`src/rtl/match_link_ctrl.sv`:
```
// match_link_ctrl: matchmaking handshake between two game boards.
// Advertises readiness on rdy_out, qualifies the opponent's ready line
// (synchronized, then held for HOLD_CYC samples), retries on timeout,
// and reports link-up / match success / match failure to the status FSM.
module match_link_ctrl #(
  parameter int TIMEOUT_CYC = 100,
  parameter int MAX_RETRY   = 3,
  parameter int HOLD_CYC    = 4
) (
  input  logic       clk_100,
  input  logic       rst,
  input  logic       req_match,
  input  logic       cancel,
  input  logic       peer_rdy_in,
  output logic       rdy_out,
  output logic       link_up,
  output logic       match_ok,
  output logic       match_fail,
  output logic [1:0] retry_cnt,
  output logic [2:0] link_state
);

  typedef enum logic [2:0] {
    IDLE      = 3'd0,
    ADVERTISE = 3'd1,
    CONFIRM   = 3'd2,
    LINKED    = 3'd3,
    BACKOFF   = 3'd4,
    FAIL      = 3'd5
  } state_t;

  // The timer serves both the advertise window and the backoff window.
  localparam int TW = $clog2(TIMEOUT_CYC + 2 * HOLD_CYC + 1);
  localparam int HW = $clog2(HOLD_CYC + 1);
  localparam logic [TW-1:0] TIMEOUT_LAST = TW'(TIMEOUT_CYC - 1);
  localparam logic [TW-1:0] BACKOFF_LAST = TW'(2 * HOLD_CYC - 1);
  localparam logic [HW-1:0] HOLD_MAX     = HW'(HOLD_CYC);
  localparam logic [1:0]    RETRY_LAST   = 2'(MAX_RETRY - 1);

  state_t        state_reg, state_next;
  logic [TW-1:0] timer_reg, timer_next;
  logic [HW-1:0] hold_reg, hold_next, hold_inc;
  logic [1:0]    retry_reg, retry_next;
  logic          sync1_reg, sync2_reg;
  logic          peer_s;
  logic          qual_level;
  logic          qualified;
  logic          rdy_reg, link_up_reg, match_ok_reg, match_fail_reg;

  assign peer_s = sync2_reg;

  // Two-flop synchronizer for the opponent's asynchronous ready line.
  always_ff @(posedge clk_100 or negedge rst) begin
    if (!rst) begin
      sync1_reg <= 1'b0;
      sync2_reg <= 1'b0;
    end else begin
      sync1_reg <= peer_rdy_in;
      sync2_reg <= sync1_reg;
    end
  end

  // Next-state logic: hold qualification, attempt timer, retry count, cancel override.
  always_comb begin
    state_next = state_reg;
    timer_next = timer_reg;
    retry_next = retry_reg;
    hold_next  = '0;
    // In LINKED we watch for the peer going low; elsewhere for it going high.
    qual_level = (state_reg != LINKED);
    if (peer_s == qual_level) begin
      hold_inc = (hold_reg == HOLD_MAX) ? HOLD_MAX : hold_reg + HW'(1);
    end else begin
      hold_inc = '0;
    end
    qualified = (hold_inc == HOLD_MAX);

    case (state_reg)
      IDLE: begin
        if (req_match && !cancel) begin
          state_next = ADVERTISE;
          timer_next = '0;
          retry_next = '0;
        end
      end
      ADVERTISE: begin
        timer_next = timer_reg + TW'(1);
        hold_next  = hold_inc;
        // Qualification wins over a timeout landing in the same cycle.
        if (qualified) begin
          state_next = CONFIRM;
        end else if (timer_reg == TIMEOUT_LAST) begin
          if (retry_reg == RETRY_LAST) begin
            state_next = FAIL;
          end else begin
            state_next = BACKOFF;
            retry_next = retry_reg + 2'd1;
            timer_next = '0;
          end
        end
      end
      BACKOFF: begin
        timer_next = timer_reg + TW'(1);
        if (timer_reg == BACKOFF_LAST) begin
          state_next = ADVERTISE;
          timer_next = '0;
        end
      end
      CONFIRM: begin
        // Timer is frozen here so a bounce back to ADVERTISE resumes the same window.
        hold_next = hold_inc;
        if (!peer_s) begin
          state_next = ADVERTISE;
        end else if (qualified) begin
          state_next = LINKED;
        end
      end
      LINKED: begin
        hold_next = hold_inc;
        if (qualified) begin
          state_next = FAIL;
        end
      end
      FAIL: begin
        state_next = IDLE;
      end
      default: begin
        state_next = IDLE;
      end
    endcase

    if (cancel && (state_reg != IDLE)) begin
      state_next = IDLE;
    end
    // Every state change restarts qualification from scratch.
    if (state_next != state_reg) begin
      hold_next = '0;
    end
  end

  // State, counters and registered outputs derived from the upcoming state.
  always_ff @(posedge clk_100 or negedge rst) begin
    if (!rst) begin
      state_reg      <= IDLE;
      timer_reg      <= '0;
      hold_reg       <= '0;
      retry_reg      <= '0;
      rdy_reg        <= 1'b0;
      link_up_reg    <= 1'b0;
      match_ok_reg   <= 1'b0;
      match_fail_reg <= 1'b0;
    end else begin
      state_reg      <= state_next;
      timer_reg      <= timer_next;
      hold_reg       <= hold_next;
      retry_reg      <= retry_next;
      rdy_reg        <= (state_next == ADVERTISE) || (state_next == CONFIRM) ||
                        (state_next == LINKED);
      link_up_reg    <= (state_next == LINKED);
      match_ok_reg   <= (state_next == LINKED) && (state_reg != LINKED);
      match_fail_reg <= (state_next == FAIL);
    end
  end

  assign rdy_out    = rdy_reg;
  assign link_up    = link_up_reg;
  assign match_ok   = match_ok_reg;
  assign match_fail = match_fail_reg;
  assign retry_cnt  = retry_reg;
  assign link_state = state_reg;

endmodule

```
`config.mk`:
```
export PLATFORM = sky130hd
export DESIGN_NAME = match_link_ctrl
export DESIGN_NICKNAME = d
export VERILOG_FILES = /design/src/rtl/match_link_ctrl.sv
export SDC_FILE = /design/constraint.sdc
export NUM_CORES = 1
export LEC_CHECK = 0
export ABC_AREA = 1
export CORE_MARGIN = 1
export CORE_UTILIZATION = 55
export DETAILED_ROUTE_END_ITERATION = 8
export DONT_BUFFER_PORTS = 1
export PLACE_DENSITY = 0.7
export SYNTH_ARGS = -nofsm -noshare
export SYNTH_HDL_FRONTEND = slang
export SYNTH_SLANG_ARGS = --single-unit
```
`constraint.sdc`:
```
create_clock -name clk_100 -period 4.1 [get_ports clk_100]
set_clock_uncertainty 0.1 [all_clocks]
set_input_delay 0 -clock clk_100 [delete_from_list [all_inputs] [get_ports clk_100]]
set_output_delay 0 -clock clk_100 [all_outputs]
set_load 0.05 [all_outputs]
```
==> results of run 1 <==
worst min path at each step:
stage / endpoint / startpoint
floorplan: hold_reg[0] / rst
global placement: timer_reg[2] / rst
detailed placement: timer_reg[2] / rst
CTS: timer_reg[0] / req_match
global route: timer_reg[0] / req_match
finish: timer_reg[0] / req_match
worst min-delay path, delay by kind of cell:
family / cells / cell delay [ps]
AOI/OAI and AO/OA: 3 / 290
and+or+nand+nor: 1 / 60
buffers and inverters: 1 / 50
power groups by stage:
stage	combinational (W)	clock (W)	sequential (W)
final	0.000255	0.000100	0.000352
after global routing	0.000293	0.000110	0.000358
after CTS	0.000255	0.000104	0.000352
after detailed placement	0.000248	0	0.000356
after global placement	0.000238	0	0.000353
after floorplan	0.000203	0	0.000345
final cells by class:
cell class	count	share of cell area, %
Inverter	27	7.773
Tap cell	27	2.591
Clock buffer	3	1.727
Multi-Input combinational cell	114	44.91
Clock inverter	1	0.3839
Timing Repair Buffer	3	2.303
Sequential cell	21	40.31
per-layer routing:
layer / share of wire (%) / vias up / GRT usage (%)
li1: - / 528 / -
met1: 51 / 466 / 28.05
met2: 46 / 20 / 34.03
met3: 2.9 / 2 / 4.050
met4: 0.56 / 0 / 5.882
met5: 0 / - / 0
Yosys cell counts (all sizes together) (2+ instances only):
cell / count / area [um^2]
nand2: 43 / 188.9
inv: 27 / 101.4
nor2: 27 / 103.9
dfrtp: 21 / 525.5
nand3: 17 / 100.1
o21ai: 8 / 40.04
ha: 4 / 50.05
nor3: 4 / 25.02
a21oi: 2 / 10.01
nand4: 2 / 12.51
o22ai: 2 / 12.51
kinds of logic after synthesis:
logic type | after synthesis | synth area share, %
compound gates | 14 | 6.605
buf+inv | 27 | 8.359
simple gates | 94 | 36.12
fa+ha+maj | 4 | 4.128
xor+xnor | 2 | 1.445
flops | 21 | 43.34
metrics by stage:
stage               instances  power (W)  setup slack (ps)  utilization [%]  hold slack (ps)
detailed placement        189  0.0006041              1916            61.63           -395.2
global route              196  0.0007606              1699            64.48            68.77
global placement          189  0.0005916              1931            61.63           -395.2
floorplan                 162  0.0005482              2205                -           -395.6
CTS                       196  0.0007111              1884            64.48            28.58
finish                    196  0.0007067              1878            64.48            30.19
==> summary.md, run 1 <==
| Metric | Value |
|---|---|
| R2r startpoint | link_state[2] |
| CTS buffer count | 3 |
| Worst Tran Pin Value | 949.2 ps |
| Routed Wire Length | 2304 um |
| Multi-input gate area | 585.6 um^2 |
| Cell mode on critical path | nand2_2 |
| Full die area | 2396 um^2 |
| Status | completed |
| Sequential share of the synthesized area | 43.34% |
| Worst VDD drop | 0.0003272 V |
| DRT Pass-1 Iters | 4 |
| Die width | 48.95 um |
| Reg2reg end | hold_reg[2] |
| Final worst-path cycle share | 54.20% |
| H-tree depth | 1 |
| Final setup violation count | 0 |
| Flop pwr share | 49.8% |
| Crit path to | hold_reg[2] |
| HPWL Detailed | 1789 um |
| Most frequent cells in the layout | 32 x nand2_1, 26 x nor2_1, 24 x inv_1 |
| Die Height | 48.95 um |
| Critical Path End Type | register |
| ANT nets after route | 0 |
| Register area | 525.5 um^2 |
| Ys Warns | 0 |
| CP arrival | 2360 ps |
| Final Hold Vio Count | 0 |
| Worst path top cell family by delay | simple AND/OR/NAND/NOR gates |
| Filler cells | 182 |
| Power Dens Cells | 542.1 nW/um^2 |
| Largest net degree at the start of global routing | 22 |
| Nets | 179 |
| Cell Int Power | 0.0003681 W |
| EDFF count, synth | 0 |
| Post-synth cell types | 22 |
| Sinks on Clock Net | 21 |
| Clock network fraction of total power | 14.2% |
| Port bufs | 0 |
| RSZ-0062 raised after global routing | false |
| WL/cell | 11.76 um |
| First-pass GRT wire length | 3843 um |
| # DRC | 0 |
| Final worst path period need | 2222 ps |
| Worst Path Required | 4240 ps |
| FP Rows | 16 |
| Share of post-route cells with drive strength above 1 | 14.20% |
| Reg2Reg Setup Slack | 1880 ps |
| Total number of vias | 1016 |
| Total grt overflow | 0 |
| Post-CTS setup buffer count | 0 |
| Setup CP Type | reg -> reg |
| Max FFs per register | 7 |
| Via density per instance | 5.184 |
| Combinational fraction of design power | 36.0% |
| GPL Wtd Cong | 0.8323 |
| Hold/Removal Path Class | in -> reg |
| Clock Pin Slew Worst Setup and Hold Paths | 120 ps |
| Starting Density | 59.96% |
| CTS max path bufs | 2 |
| Max incr delay on CP | 820 ps |
| Critical Path Start | link_state[2] |
| Setup TNS | 0 ps |
| Count of pins over their slew limit | 0 |
| Slowest CP cell | dfrtp_1 |
| Worst-path maximum fanout | 8 |
| Relative slew slack | 36.51% |
| Fmax | 450.0 MHz |
| Post-Synthesis Cells | 162 |
| Post-Syn Nets | 171 |
| CTS Root Cell | clkbuf_4 |
| GRT Total Usage | 20.79% |
| Area after detailed placement | 1246 um^2 |
| Max-cap violations | 0 |
| CP Buf/Inv Count | 1 |
| Flip-flop and latch count after synthesis | 21 |
| Sw Pwr | 0.0003386 W |
| Crit path cell chain | inv_1, nand3_1, nand2_1, nand2_2, nand2_2, nand3_1, nand2_2, nand2_1, nand2_1, nand2_2, nand3_2, nor2_1 |
| Hold path cells | 5 |
| Leakage | 0.6877 nW |
| I/O Pins | 14 |
| Ys async rst share | 100.0% |
| Most common cell after layout, fill and taps aside | nand2_1 |
| Skew-Pair Late Insertion Delay | 310 ps |
| Post-CTS resize count | 0 |
| Hold-fix buffers at CTS | 3 |
| Worst setup SP type | register |
| Mapped cell area | 1212 um^2 |
| Reg2Reg Depth | 12 |
| Initial antenna violation count | 0 |
| Vias in the first global route | 915 |
| Layout area overhead | 7.533% |
| Post-Syn Area per Cell | 7.484 um^2 |
| Final non-filler cell area | 1304 um^2 |
| Antenna cells | 0 |
| Sw Share | 47.91% |
| Prevailing post-synth register cell | dfrtp_1 |
| Crit path depth | 12 |
| CTS tree | done |
| Initial DRC Count | 32 |
| Core Region | 2022 um^2 |
Power figures use the tool's default switching activity.
==> run 2: changes to the inputs <==
--- a/config.mk
+++ b/config.mk
@@ -5,7 +5,7 @@
 export SDC_FILE = /design/constraint.sdc
 export NUM_CORES = 1
 export LEC_CHECK = 0
-export ABC_AREA = 1
+export ABC_AREA = 0
 export CORE_MARGIN = 1
 export CORE_UTILIZATION = 55
 export DETAILED_ROUTE_END_ITERATION = 8
==> constraint.sdc (replaced) <==
create_clock -name clk_100 -period 2.06 [get_ports clk_100]
set_clock_uncertainty 0.1 [all_clocks]
set_input_delay 0 -clock clk_100 [delete_from_list [all_inputs] [get_ports clk_100]]
set_output_delay 0 -clock clk_100 [all_outputs]
set_load 0.05 [all_outputs]
==> run 2 against run 1 <==
Effect of this change:
- the flow now finishes with violations (negative setup slack)
- synthesized area increased by 7.8%
- non-clock buffer count increased by 21
- setup slack got worse by 1900 ps
- register-to-register slack got worse by 1900 ps
- sequential cell count unchanged
- clock-buffer cell count increased by 1
- die area increased by 7.5%
- total power increased by 49%
- clock power increased by 110%
- fmax increased by 6.8%
- critical endpoint is now hold_reg[0]
- largest power group unchanged
==> summary.md, run 2 <==
| Metric | Value |
|---|---|
| Routed Wire Length | 3210 um (was 2304 um) |
| Ys async rst share | 100.0% (unchanged) |
| Failing checks | negative setup slack |
| Initial antenna violation count | 0 (unchanged) |
| R2r startpoint | hold_reg[0] (was link_state[2]) |
| H-tree depth | 1 (unchanged) |
| Synth area leaders | dfrtp_1 40%, o21ai_0 4.2%, ha_1 3.8% (was dfrtp_1 43%, nand2_1 9.9%, nor2_1 8.0%) |
| Post-synth cell types | 45 (was 22) |
| Full die area | 2576 um^2 (was 2396 um^2) |
| Hold path cells | 5 (unchanged) |
| Via density per instance | 6.258 (was 5.184) |
| Relative slew slack | 37.06% (was 36.51%) |
| Fin Hold WS | 46.83 ps (was 30.19 ps) |
| Count of pins over their slew limit | 0 (unchanged) |
| Setup CP Type | reg -> reg (unchanged) |
| Share of post-route cells with drive strength above 1 | 31.33% (was 14.20%) |
| Sequential share of the synthesized area | 40.19% (was 43.34%) |
| Antenna cells | 0 (unchanged) |
| CTS buffer count | 3 (unchanged) |
| Total power | 0.001054 W (was 0.0007067 W) |
| Layout area overhead | 26.70% (was 7.533%) |
| Hold path endpoint | hold_reg[2] (was timer_reg[0]) |
| Core Region | 2233 um^2 (was 2022 um^2) |
| Ys Warns | 0 (unchanged) |
| Fmax | 480.8 MHz (was 450.0 MHz) |
| FP Rows | 17 (was 16) |
| Die Height | 50.76 um (was 48.95 um) |
| Largest net degree at the start of global routing | 22 (unchanged) |
| Hold/Removal Path Class | in -> reg (unchanged) |
| DRT Pass-1 Iters | 4 (unchanged) |
| Clock Pin Slew Worst Setup and Hold Paths | 110 ps (was 120 ps) |
| Leading area contributor after synthesis | dfrtp_1 (unchanged) |
| Reg2reg end | hold_reg[0] (was hold_reg[2]) |
| Power Dens Cells | 636.2 nW/um^2 (was 542.1 nW/um^2) |
| Reg2Reg Setup Slack | -20 ps (was 1880 ps) |
| GRT Total Usage | 27.88% (was 20.79%) |
| Skew-Pair Late Insertion Delay | 320 ps (was 310 ps) |
| Share of Yosys cell area claimed by the top area cell type | 40.19% (was 43.34%) |
| Post-Syn Area per Cell | 9.273 um^2 (was 7.484 um^2) |
| Total number of vias | 1214 (was 1016) |
| Max-cap violations | 0 (unchanged) |
| Critical Path End Type | register (unchanged) |
| Final worst-path cycle share | 101.0% (was 54.20%) |
| CTS max path bufs | 2 (unchanged) |
| I/O Pins | 14 (unchanged) |
| WL/cell | 16.55 um (was 11.76 um) |
| Setup TNS | -19.75 ps (was 0 ps) |
| Final worst path period need | 2080 ps (was 2222 ps) |
| Final Hold Vio Count | 0 (unchanged) |
| Most frequent cell after synthesis | dfrtp_1 (was nand2_1) |
| Most frequent cells in the layout | 20 x buf_4, 19 x dfrtp_1, 11 x inv_1 (was 32 x nand2_1, 26 x nor2_1, 24 x inv_1) |
| Status | complete, but fails checks (was completed) |
| Port bufs | 0 (unchanged) |
| Setup WS pre-CTS | -95.49 ps (was 1916 ps) |
| Reg2Reg Depth | 6 (was 12) |
| CP arrival | 2180 ps (was 2360 ps) |
| HPWL Detailed | 2178 um (was 1789 um) |
| Total grt overflow | 0 (unchanged) |
| # DRC | 0 (unchanged) |
| CTS Root Cell | clkbuf_4 (unchanged) |
| PnR worst setup slack | -19.75 ps (was 1878 ps) |
| Worst setup SP type | register (unchanged) |
| Final setup violation count | 1 (was 0) |
| Worst VDD drop | 0.0005841 V (was 0.0003272 V) |
| Post-Synthesis Cells | 141 (was 162) |
| GPL Wtd Cong | 0.9062 (was 0.8323) |
| EDFF count, synth | 0 (unchanged) |
| Max FFs per register | 7 (unchanged) |
| CTS tree | done (unchanged) |
| Leakage | 0.6877 nW (about the same) |
| Die width | 50.76 um (was 48.95 um) |
| RSZ-0062 raised after global routing | true (was false) |
| Post-Syn Nets | 150 (was 171) |
| First-pass GRT wire length | 5285 um (was 3843 um) |
| Worst-path maximum fanout | 4 (was 8) |
| Starting Density | 58.54% (was 59.96%) |
| Most common cell after layout, fill and taps aside | buf_4 (was nand2_1) |
| Nets | 176 (was 179) |
| Vias in the first global route | 1212 (was 915) |
| Min-delay src | cancel (was req_match) |
| Filler cells | 165 (was 182) |
| Initial DRC Count | 36 (was 32) |
| Prevailing post-synth register cell | dfrtp_1 (unchanged) |
| ANT nets after route | 0 (unchanged) |
| Final core occ | 74.17% (was 64.48%) |
| Flip-flop and latch count after synthesis | 21 (unchanged) |
| Synth top cells by count | 21 x dfrtp_1, 12 x inv_1, 11 x o21ai_0, 9 x nand2_1 (was 32 x nand2_1, 26 x nor2_1, 24 x inv_1, 21 x dfrtp_1, 14 x nand3_1) |
| Worst Path Required | 2160 ps (was 4240 ps) |
| Worst Tran Pin Value | 941.0 ps (was 949.2 ps) |
| Sinks on Clock Net | 21 (unchanged) |
| Mapped cell area | 1308 um^2 (was 1212 um^2) |
==> run 2: how the worst max path moves through the flow <==
stage,start,endpoint,slack (ps),depth (start not counted)
3_3_place_gp,hold_reg[0],hold_reg[2],1,6
6_report,hold_reg[0],hold_reg[0],-20,6
3_5_place_dp,hold_reg[0],hold_reg[2],-100,7
5_1_grt,timer_reg[0],hold_reg[2],-100,6
2_1_floorplan,hold_reg[0],retry_cnt[0],10,6
4_1_cts,hold_reg[0],hold_reg[2],6,6
==> run 2: final cells by class <==
class,instances,area [um^2],share of cell area [%]
multi-input cells,105,830.8,50.15
flip-flops and latches,21,528.0,31.87
repair buffers,24,191.4,11.56
inverters,12,45.04,2.719
well taps,28,35.03,2.115
clock buffers,4,26.28,1.586
==> run 2: cells by family (layout without fill, tap and decap cells) <==
family / Yosys count / in the layout / synth area share, %
AOI/OAI and AO/OA: 41 / 41 / 21.92
xor gates and xnor gates: 1 / 1 / 1.244
adders and majority gates: 4 / 4 / 3.828
buffers and inverters: 15 / 40 / 4.402
DFF: 21 / 21 / 40.19
muxes: 4 / 4 / 3.254
and+or+nand+nor: 55 / 55 / 25.17
==> run 2: worst max-delay path, cell delays in order, from the launching register on <==
cell,delay [ps]
dfrtp_1,430
ha_2,240
xnor2_4,180
o2111a_1,270
a211oi_2,240
mux2i_2,390
nor3_1,110
==> run 2: what timing repair did <==
action                     in CTS  in global routing
resized for setup               9                 14
hold endpoints to repair       25                  0
buffers inserted                1                  2
setup endpoints to repair      12                 16
pin swaps                       4                  6
hold buffers                    3                  0
==> run 2: layer usage <==
metal | vias up | global-route usage, % | share of wire [%] | wire length [um]
li1 | 572 | - | - | -
met3 | 5 | 5.455 | 4.1 | 132
met4 | 0 | 14.81 | 1.5 | 48
met1 | 607 | 33.08 | 44 | 1404
met2 | 30 | 47.11 | 51 | 1624
met5 | - | 0 | 0 | 0
==> run 2: stage by stage <==
step | cell area [um^2] | cells
after floorplan | 1310 | 141
final | 1657 | 194
after CTS | 1578 | 192
after detailed placement | 1468 | 184
after global placement | 1468 | 184
after global routing | 1657 | 194
==> run 2: power by group <==
| group | internal [W] | switching (W) |
|---|---|---|
| Combinational | 0.000141 | 0.000206 |
| Clock | 0.0000759 | 0.000130 |
| Sequential | 0.000452 | 0.0000496 |
| Total | 0.000669 | 0.000385 |
==> run 3: changes to the inputs <==
==> constraint.sdc (replaced) <==
create_clock -name clk_100 -period 2.06 [get_ports clk_100]
set_clock_uncertainty 0.1 [all_clocks]
set_input_delay 0.412 -clock clk_100 [delete_from_list [all_inputs] [get_ports clk_100]]
set_output_delay 0.412 -clock clk_100 [all_outputs]
set_load 0.05 [all_outputs]
==> run 3 against run 2 <==
Effect of this change:
- sequential power is essentially flat
- clock power shrank 2%
- critical path type unchanged
- the run still ends with negative setup slack left
- die area is the same
- sequential share of layout area grew 0.22 points
- core utilization shrank 0.50 points
==> summary.md, run 3 (synthesized netlist as in run 2, its figures left out) <==
| Metric | Value |
|---|---|
| Worst Path Required | 2150 ps (was 2160 ps) |
| Routed Wire Length | 3099 um (was 3210 um) |
| Max-cap violations | 0 (unchanged) |
| # DRC | 0 (unchanged) |
| Die width | 50.76 um (unchanged) |
| FP Rows | 17 (unchanged) |
| Core Region | 2233 um^2 (unchanged) |
| Largest net degree at the start of global routing | 22 (unchanged) |
| DRT Pass-1 Iters | 4 (unchanged) |
| WL met1 | 1337 um (was 1404 um) |
| Worst Tran Pin Value | 929.6 ps (was 941.0 ps) |
| Reg2reg end | hold_reg[0] (unchanged) |
| Sinks on Clock Net | 21 (unchanged) |
| Worst VDD drop | 0.0005821 V (was 0.0005841 V) |
| Share of post-route cells with drive strength above 1 | 32.32% (was 31.33%) |
| Final Hold Vio Count | 0 (unchanged) |
| Nets | 174 (was 176) |
| CTS Root Cell | clkbuf_4 (unchanged) |
| Sw Share | 36.33% (was 36.55%) |
| Crit path to | hold_reg[0] (unchanged) |
| Antenna cells | 0 (unchanged) |
| ANT nets after route | 0 (unchanged) |
| Combinational fraction of design power | 32.9% (about the same) |
| Flop pwr share | 47.9% (was 47.6%) |
| Most common cell after layout, fill and taps aside | buf_4 (unchanged) |
| Reg2Reg Depth | 6 (unchanged) |
| Clock Pin Slew Worst Setup and Hold Paths | 110 ps (about the same) |
| Leakage | 0.6821 nW (was 0.6877 nW) |
| Fmax | 484.1 MHz (was 480.8 MHz) |
| RSZ-0062 raised after global routing | true (unchanged) |
| H-tree depth | 1 (unchanged) |
| Vias in the first global route | 1183 (was 1212) |
| Critical Path Start | hold_reg[0] (unchanged) |
| Critical Path End Type | register (unchanged) |
| Most frequent cells in the layout | 20 x buf_4, 19 x dfrtp_1, 11 x inv_1 (unchanged) |
| Filler cells | 172 (was 165) |
| Worst setup SP type | register (unchanged) |
| Max FFs per register | 7 (unchanged) |
| Detail Route met3 WL | 160 um (was 132 um) |
| Final non-filler cell area | 1645 um^2 (was 1657 um^2) |
| Final setup violation count | 2 (was 1) |
| Min-delay src | cancel (unchanged) |
| Fin Hold WS | 140.2 ps (was 46.83 ps) |
| R2r startpoint | hold_reg[0] (unchanged) |
| Power Dens Cells | 638.6 nW/um^2 (was 636.2 nW/um^2) |
| Sw Pwr | 0.0003817 W (was 0.0003852 W) |
| Via density per instance | 6.193 (was 6.258) |
| Max layer used | met4 (unchanged) |
| Final worst path period need | 2066 ps (was 2080 ps) |
| GPL Wtd Cong | 0.9062 (unchanged) |
| Crit path cell chain | ha_2, xnor2_4, o2111a_1, a211oi_2, mux2i_2, nor3_1 (unchanged) |
| Hold/Removal Path Class | in -> reg (unchanged) |
| First-pass GRT wire length | 5161 um (was 5285 um) |
| Setup CP Type | reg -> reg (unchanged) |
| Status | complete, but fails checks (unchanged) |
| CP arrival | 2160 ps (was 2180 ps) |
| Total number of vias | 1189 (was 1214) |
| Skew-Pair Late Insertion Delay | 310 ps (was 320 ps) |
| Inst Count DP | 184 (unchanged) |
| GRT Total Usage | 27.11% (was 27.88%) |
| Total grt overflow | 0 (unchanged) |
| Non-filler cells, final | 192 (was 194) |
| WL/cell | 16.14 um (was 16.55 um) |
| Reg2Reg Setup Slack | -6 ps (was -20 ps) |
| Port bufs | 0 (unchanged) |
| Initial DRC Count | 41 (was 36) |
| Max incr delay on CP | 430 ps (about the same) |
| Clock network fraction of total power | 19.2% (was 19.5%) |
| Initial antenna violation count | 0 (unchanged) |
| Starting Density | 58.54% (unchanged) |
| Layout area overhead | 25.84% (was 26.70%) |
| Failing checks | negative setup slack (unchanged) |
| CTS max path bufs | 2 (unchanged) |
| HPWL Detailed | 2178 um (unchanged) |
| Relative slew slack | 37.82% (was 37.06%) |
| Area after detailed placement | 1468 um^2 (unchanged) |
| Count of pins over their slew limit | 0 (unchanged) |
| Worst-path maximum fanout | 4 (unchanged) |
| Die Height | 50.76 um (unchanged) |
| Slowest CP cell | dfrtp_1 (unchanged) |
| Met2 routed WL | 1548 um (was 1624 um) |
| Full die area | 2576 um^2 (unchanged) |
| PnR worst setup slack | -5.901 ps (was -19.75 ps) |
| Cell Int Power | 0.0006690 W (was 0.0006688 W) |
| Final worst-path cycle share | 100.3% (was 101.0%) |
| I/O Pins | 14 (unchanged) |
| CTS buffer count | 3 (unchanged) |
| CTS tree | done (unchanged) |
run 3: cell types whose count changed in the layout (fill, tap and decap cells not counted), sizes merged:
cell and delta:
dlygate4sd3 -1, buf -1
run 3: cell type report:
type	instances	area [um^2]	share of cell area [%]
inverter	12	45.04	2.738
clock buffer	4	26.28	1.597
tap	28	35.03	2.129
sequential	21	528.0	32.09
multi-input combinational	105	840.8	51.10
timing repair buffer	22	170.2	10.34
run 3: critical path: cells and delay by family, from the launching register on:
| kind | cells | cell delay, ps |
|---|---|---|
| and+or+nand+nor | 1 | 110 |
| adders and majority gates | 1 | 240 |
| AOI/OAI and AO/OA | 2 | 520 |
| muxes | 1 | 380 |
| DFF | 1 | 430 |
| xor gates and xnor gates | 1 | 180 |
run 3: power groups by stage:
stage	sequential [W]	clock, W	combinational (W)
after floorplan	0.000557	0	0.000153
after global placement	0.000504	0	0.000285
after detailed placement	0.000509	0	0.000299
after CTS	0.000501	0.000207	0.000326
after global routing	0.000510	0.000226	0.000378
final	0.000503	0.000202	0.000346
run 3: routing by layer:
metal	global-route usage [%]	vias up
met1	32.70	572
li1	-	569
met3	3.939	7
met2	47.11	41
met4	12.50	0
met5	0	-
run 3: through the flow:
step                      setup slack (ps)  utilization (%)  setup TNS (ps)  power [W]
after floorplan                      13.01                -               0  0.0007105
after global placement               1.462            65.71               0  0.0007893
after detailed placement            -95.49            65.71          -547.6  0.0008077
after CTS                            5.707            69.75               0   0.001033
after global routing                -99.09            73.67          -838.4   0.001114
final                               -5.901            73.67          -8.579   0.001051
run 3: repair_timing:
item                                    in CTS  in global routing
endpoints found under the setup margin      12                 15
setup buffers                                1                  1
resized for setup                            9                 15
pin swaps                                    4                  6
hold buffers                                 1                  1
endpoints found under the hold margin       21                  1
run 3: how the worst min path moves through the flow:
stage | slack, ps | end | depth (start not counted)
after floorplan | 20 | hold_reg[0] | 0
after global placement | 20 | timer_reg[5] | 0
after detailed placement | 20 | timer_reg[5] | 0
after CTS | 10 | sync1_reg | 0
after global routing | 130 | link_state[2] | 1
final | 140 | link_state[2] | 1
